<file path="src/rtl/hazard_ctrl.sv">
// Pipeline hazard controller: memory-wait stalls with timeout, redirect flushes,
// load-use interlock and EX operand forwarding selects.
module hazard_ctrl #(
  parameter int MEM_TIMEOUT = 255,
  parameter int CNT_W       = 16
) (
  input  logic             clk,
  input  logic             rst_n,
  input  logic             id_valid,
  input  logic [4:0]       id_rs1,
  input  logic [4:0]       id_rs2,
  input  logic             id_use_rs1,
  input  logic             id_use_rs2,
  input  logic             ex_we,
  input  logic             ex_is_load,
  input  logic [4:0]       ex_wa,
  input  logic             mem_we,
  input  logic [4:0]       mem_wa,
  input  logic             redirect,
  input  logic             mem_req,
  input  logic             mem_ack,
  output logic             stall_fd,
  output logic             flush_id,
  output logic             bubble_ex,
  output logic             stall_exm,
  output logic             bubble_wb,
  output logic [1:0]       fwd_a,
  output logic [1:0]       fwd_b,
  output logic             mem_timeout,
  output logic [CNT_W-1:0] stall_cycles
);

  localparam int TW = (MEM_TIMEOUT > 1) ? $clog2(MEM_TIMEOUT) : 1;

  typedef enum logic {
    RUN,
    MEM_WAIT
  } state_t;

  state_t        state;
  logic [TW-1:0] wait_cnt;
  logic          tmo_hit;
  logic          mem_hold;
  logic          redir_act;
  logic          lu_hit;
  logic          load_use;
  logic [1:0]    fwd_a_nxt;
  logic [1:0]    fwd_b_nxt;

  // Forwarding source for one operand; a non-load EX result beats MEM, x0 never matches.
  function automatic logic [1:0] fwd_sel(input logic [4:0] rs, input logic use_rs,
                                         input logic exw, input logic exl, input logic [4:0] exa,
                                         input logic mw, input logic [4:0] ma);
    logic [1:0] sel;
    sel = 2'b00;
    if (use_rs && rs != 5'd0) begin
      if (exw && !exl && exa == rs)
        sel = 2'b01;
      else if (mw && ma == rs)
        sel = 2'b10;
    end
    return sel;
  endfunction

  always_comb begin
    tmo_hit  = (state == MEM_WAIT) && (wait_cnt == TW'(MEM_TIMEOUT - 1)) && !mem_ack;
    mem_hold = (state == RUN) ? (mem_req && !mem_ack) : (!mem_ack && !tmo_hit);
  end

  always_comb begin
    lu_hit = id_valid && ex_is_load && ex_we && (ex_wa != 5'd0) &&
             ((id_use_rs1 && id_rs1 == ex_wa) || (id_use_rs2 && id_rs2 == ex_wa));
    redir_act = !mem_hold && redirect;
    load_use  = !mem_hold && !redirect && lu_hit;
  end

  always_comb begin
    stall_fd  = mem_hold || load_use;
    flush_id  = redir_act;
    bubble_ex = redir_act || load_use;
    stall_exm = mem_hold;
    bubble_wb = mem_hold;
  end

  always_comb begin
    fwd_a_nxt = fwd_sel(id_rs1, id_use_rs1, ex_we, ex_is_load, ex_wa, mem_we, mem_wa);
    fwd_b_nxt = fwd_sel(id_rs2, id_use_rs2, ex_we, ex_is_load, ex_wa, mem_we, mem_wa);
  end

  // A timeout releases the wait exactly like an ack, but leaves the sticky error set.
  always_ff @(posedge clk or negedge rst_n) begin
    if (!rst_n) begin
      state        <= RUN;
      wait_cnt     <= '0;
      fwd_a        <= 2'b00;
      fwd_b        <= 2'b00;
      mem_timeout  <= 1'b0;
      stall_cycles <= '0;
    end else begin
      case (state)
        RUN: begin
          if (mem_req && !mem_ack) begin
            state    <= MEM_WAIT;
            wait_cnt <= '0;
          end
        end
        MEM_WAIT: begin
          if (mem_ack || tmo_hit)
            state <= RUN;
          else
            wait_cnt <= wait_cnt + 1'b1;
        end
        default: state <= RUN;
      endcase

      if (tmo_hit)
        mem_timeout <= 1'b1;

      if (!mem_hold) begin
        if (bubble_ex) begin
          fwd_a <= 2'b00;
          fwd_b <= 2'b00;
        end else begin
          fwd_a <= fwd_a_nxt;
          fwd_b <= fwd_b_nxt;
        end
      end

      if (stall_fd && stall_cycles != '1)
        stall_cycles <= stall_cycles + 1'b1;
    end
  end

endmodule

</file>
<file path="config.mk">
export PLATFORM = sky130hd
export DESIGN_NAME = hazard_ctrl
export DESIGN_NICKNAME = d
export VERILOG_FILES = /design/src/rtl/hazard_ctrl.sv
export SDC_FILE = /design/constraint.sdc
export NUM_CORES = 1
export LEC_CHECK = 0
export ABC_AREA = 1
export BUFFER_PORTS_ARGS = -buffer_cell sky130_fd_sc_hd__clkbuf_2
export CAP_MARGIN = 10
export CORE_MARGIN = 3
export CORE_UTILIZATION = 53
export CTS_BUF_LIST = sky130_fd_sc_hd__clkbuf_16
export DETAILED_ROUTE_END_ITERATION = 10
export GPL_ROUTABILITY_DRIVEN = 1
export GPL_TIMING_DRIVEN = 0
export MAX_ROUTING_LAYER = met4
export PLACE_DENSITY_LB_ADDON = 0.2
export SLEW_MARGIN = 0
export SYNTH_ARGS = -nofsm -noshare
export SYNTH_HDL_FRONTEND = slang
export SYNTH_SLANG_ARGS = --single-unit
</file>
<file path="constraint.sdc">
create_clock -name clk -period 1.7 [get_ports clk]
set_input_delay 0.17 -clock clk [delete_from_list [all_inputs] [get_ports clk]]
set_output_delay 0.17 -clock clk [all_outputs]
set_load 0.1 [all_outputs]
</file>
==> impl_metrics.yaml <==
outcome:
  outcome: "finished with violations"
  violations: "setup timing"
grt:
  overflow: 0
  grt_pass1_vias: 2139
  antenna_found_initial: 0
  grt_max_degree: 31
  grt_usage_pct: 24.4
  grt_pass1_wl_mm: 9.62
setup_path:
  crit_path_start_kind: "flip-flop"
  cp_max_fo: 3
  crit_arrival_ns: 1.78
  cpMaxStageDelayCell: "dfrtp_1"
  cpPeakStageDelay_ns: 0.38
  end_kind: "primary output"
  cp.required_ns: 1.53
  cp_common_cell: "nand2_2"
  path_cells: "inv_1 -> ha_2 -> nand2_2 -> nor2_4 -> nand2_2 -> nand3_4 -> nand2_2 -> clkinv_2 -> nand2_4 -> nand2_4 -> buf_6 -> clkbuf_16"
  rr_endpoint: "stall_cycles[14]"
  reg2reg_depth: 15
  r2r-start: "wait_cnt[0]"
  criticalPathCategory: "flip-flop to primary output"
  rrSetupSlack_ns: -0.08
synthesis:
  synthArstFlopShare_pct: 100
  yosys_warnings: 0
  avgSynthCellArea_sq_um: 7.14
  yosys_most_used_dff: "dfrtp_1"
  synth-xor-area-share_pct: 7.43
  netlist_area_sq_mm: 0.00224
  synth-edff-count: 0
  synth_mux_area_share_pct: 0
  synthAdderAreaFrac_pct: 1.68
  synth_compound_area_share_pct: 3.07
  synth_cell_types: 33
  syn_nets: 348
  synthCells: 314
  synthSimpleGateAreaFrac_pct: 44.0
  ys_ff_latch: 30
  synth_top_family_by_area: "simple AND/OR/NAND/NOR gates"
  ys_seq_area_share_pct: 33.5
clock_network:
  clockBufferDepth: 2
  cts.sinks: 30
  clkTransAtPathRegs_ns: 0.05
  root_buffer: "clkbuf_16"
  cts_tree: "yes"
  clkLatencyLatePin_ns: 0.27
  htreeDepth: 2
  numCtsBuffers: 5
routing:
  wl_per_cell_microns: 12.9
  postRouteAntennaNets: 0
  dr_total_vias: 2250
  drt_iter0_drc: 101
  wl_mm: 5.69
  dr.pass1.iters: 4
  post_drt_via_cell_ratio: 5.10
  drc: 0
worst_hold_path:
  hp-start: "mem_ack"
  min_to: "mem_timeout"
  min_path_cells: 2
  min_path_type: "input port to flip-flop"
die:
  start_util_pct: 55.6
  core-area_sq_mm: 0.00403
  die_h_microns: 71.0
  die-area_sq_mm: 0.00504
  io_pins: 57
  row_count: 23
  die_w_microns: 71.0
power:
  p_leak_nw: 1.56
  net-switching-power_mw: 1.07
  irDropWorstVdd_mv: 1.35
  power.share.switching_pct: 40.0
  p_comb_share_pct: 35.5
  p_seq_share_pct: 33.7
  clkPwrFrac_pct: 30.8
  cellPowerDensity_mw_per_mm2: 870
  intPower_mw: 1.60
sta:
  tns_ns: -1.62
  period_needed_ns: 1.95
  slew_headroom_pct: 49.3
  setup_ws_ns: -0.245
  tightest_slew_ns: 0.761
  setup_violations: 20
  drv_slew: 0
  rsz0062_at_grt: "true"
  fmaxAchievable_ghz: 0.514
  timing.final.crit_share_pct: 114
  finClkSkew_ns: 0.00460
  hold_viol_final: 0
flow_run:
  maxCapViolations: 0
place:
  dp_hpwl_mm: 4.02
  portBuffers: 56
  gp_congestion: 0.901
final_layout:
  syn_to_final_growth_pct: 36.7
  fin_nets: 425
  final_cell_mix: "nand2_1, clkbuf_2, inv_1"
  diodes: 0
  drive_gt1_share_pct: 37.9
  fin_util_pct: 76.1
  final_common_cell: "nand2_1"
-- metal layers --
metal / vias up / wire, microns / GRT usage, %
met1: 1031 / 2550 / 31.5
li1: 1147 / - / -
met2: 62 / 2780 / 38.4
met3: 10 / 280 / 4.97
met5: - / 0 / -
met4: 0 / 81 / 7.93
-- worst max-delay path by stage --
stage / slack, ns / to / start / cells after the start
global placement: -0.28 / stall_fd / wait_cnt[0] / 12
finish: -0.25 / stall_fd / wait_cnt[0] / 12
floorplan: -0.04 / stall_cycles[12] / stall_cycles[0] / 10
CTS: -0.24 / stall_fd / wait_cnt[0] / 12
detailed placement: -0.31 / stall_fd / wait_cnt[0] / 12
global route: -0.34 / stall_fd / wait_cnt[0] / 12
-- through the flow --
stage	hold WS [ns]	instances	setup slack, ns	total power, mW	instance area [sq um]
after global placement	0.264	420	-0.282	1.75	2680
after CTS	0.116	436	-0.239	2.64	2980
after detailed placement	0.271	420	-0.308	1.77	2680
after floorplan	-0.126	314	-0.0431	1.58	2340
final	0.120	441	-0.245	2.66	3060
after global routing	0.136	441	-0.344	2.79	3060
-- flip-flops by register name (all words and copies together), names as in the netlist --
name          cells
fwd_a             2
fwd_b             2
wait_cnt          8
mem_timeout       1
stall_cycles     16
state             1
-- critical path, delay by kind of cell, from the launching register on --
family / cells / cell delay, ns
buffers and inverters: 4 / 0.41
AND/OR/NAND/NOR: 7 / 0.55
adder cells (fa/ha/maj): 1 / 0.16
flip-flops: 1 / 0.38
-- power groups by stage --
stage | combinational, mW | clock, mW | sequential, mW
after detailed placement | 0.848 | 0 | 0.918
after global routing | 1.01 | 0.863 | 0.915
after CTS | 0.913 | 0.828 | 0.901
final | 0.945 | 0.821 | 0.898
after global placement | 0.836 | 0 | 0.918
after floorplan | 0.343 | 0 | 1.24
-- repair_timing --
item                                    4_1_cts  5_1_grt
hold buffers                                  1        0
buffers inserted                              7        6
pin swaps                                     3        3
resized for setup                            16       12
endpoints found under the setup margin        8       25
gates cloned                                  1        0
hold endpoints to repair                     30        0
-- synthesized netlist by cell type (5+ instances only) --
library cell	number	share of area (%)
nand2_1	81	14
inv_1	38	6.4
nand3_1	34	7.6
dfrtp_1	30	34
nor2_1	24	4.0
nand2_2	21	5.9
xor2_1	10	3.9
nand4_1	9	2.5
nor3_1	9	2.0
xnor2_1	9	3.5
o21ai_0	7	1.6
nand2_4	5	2.5
-- layout make-up --
cell class / count / area (sq um)
Multi-Input combinational cell: 233 / 1330
Buffer: 6 / 85.1
Timing Repair Buffer: 70 / 483
Fill cell: 308 / 965
Sequential cell: 30 / 786
Clock buffer: 5 / 125
Clock inverter: 2 / 7.51
Tap cell: 50 / 62.6
Inverter: 45 / 185
-- cells by family after synthesis --
family / after synthesis
buffers and inverters: 51
xor gates and xnor gates: 19
adders and majority gates: 3
DFF: 30
AOI/OAI and AO/OA: 13
and+or+nand+nor: 198
(Power assumes the default switching activity.)
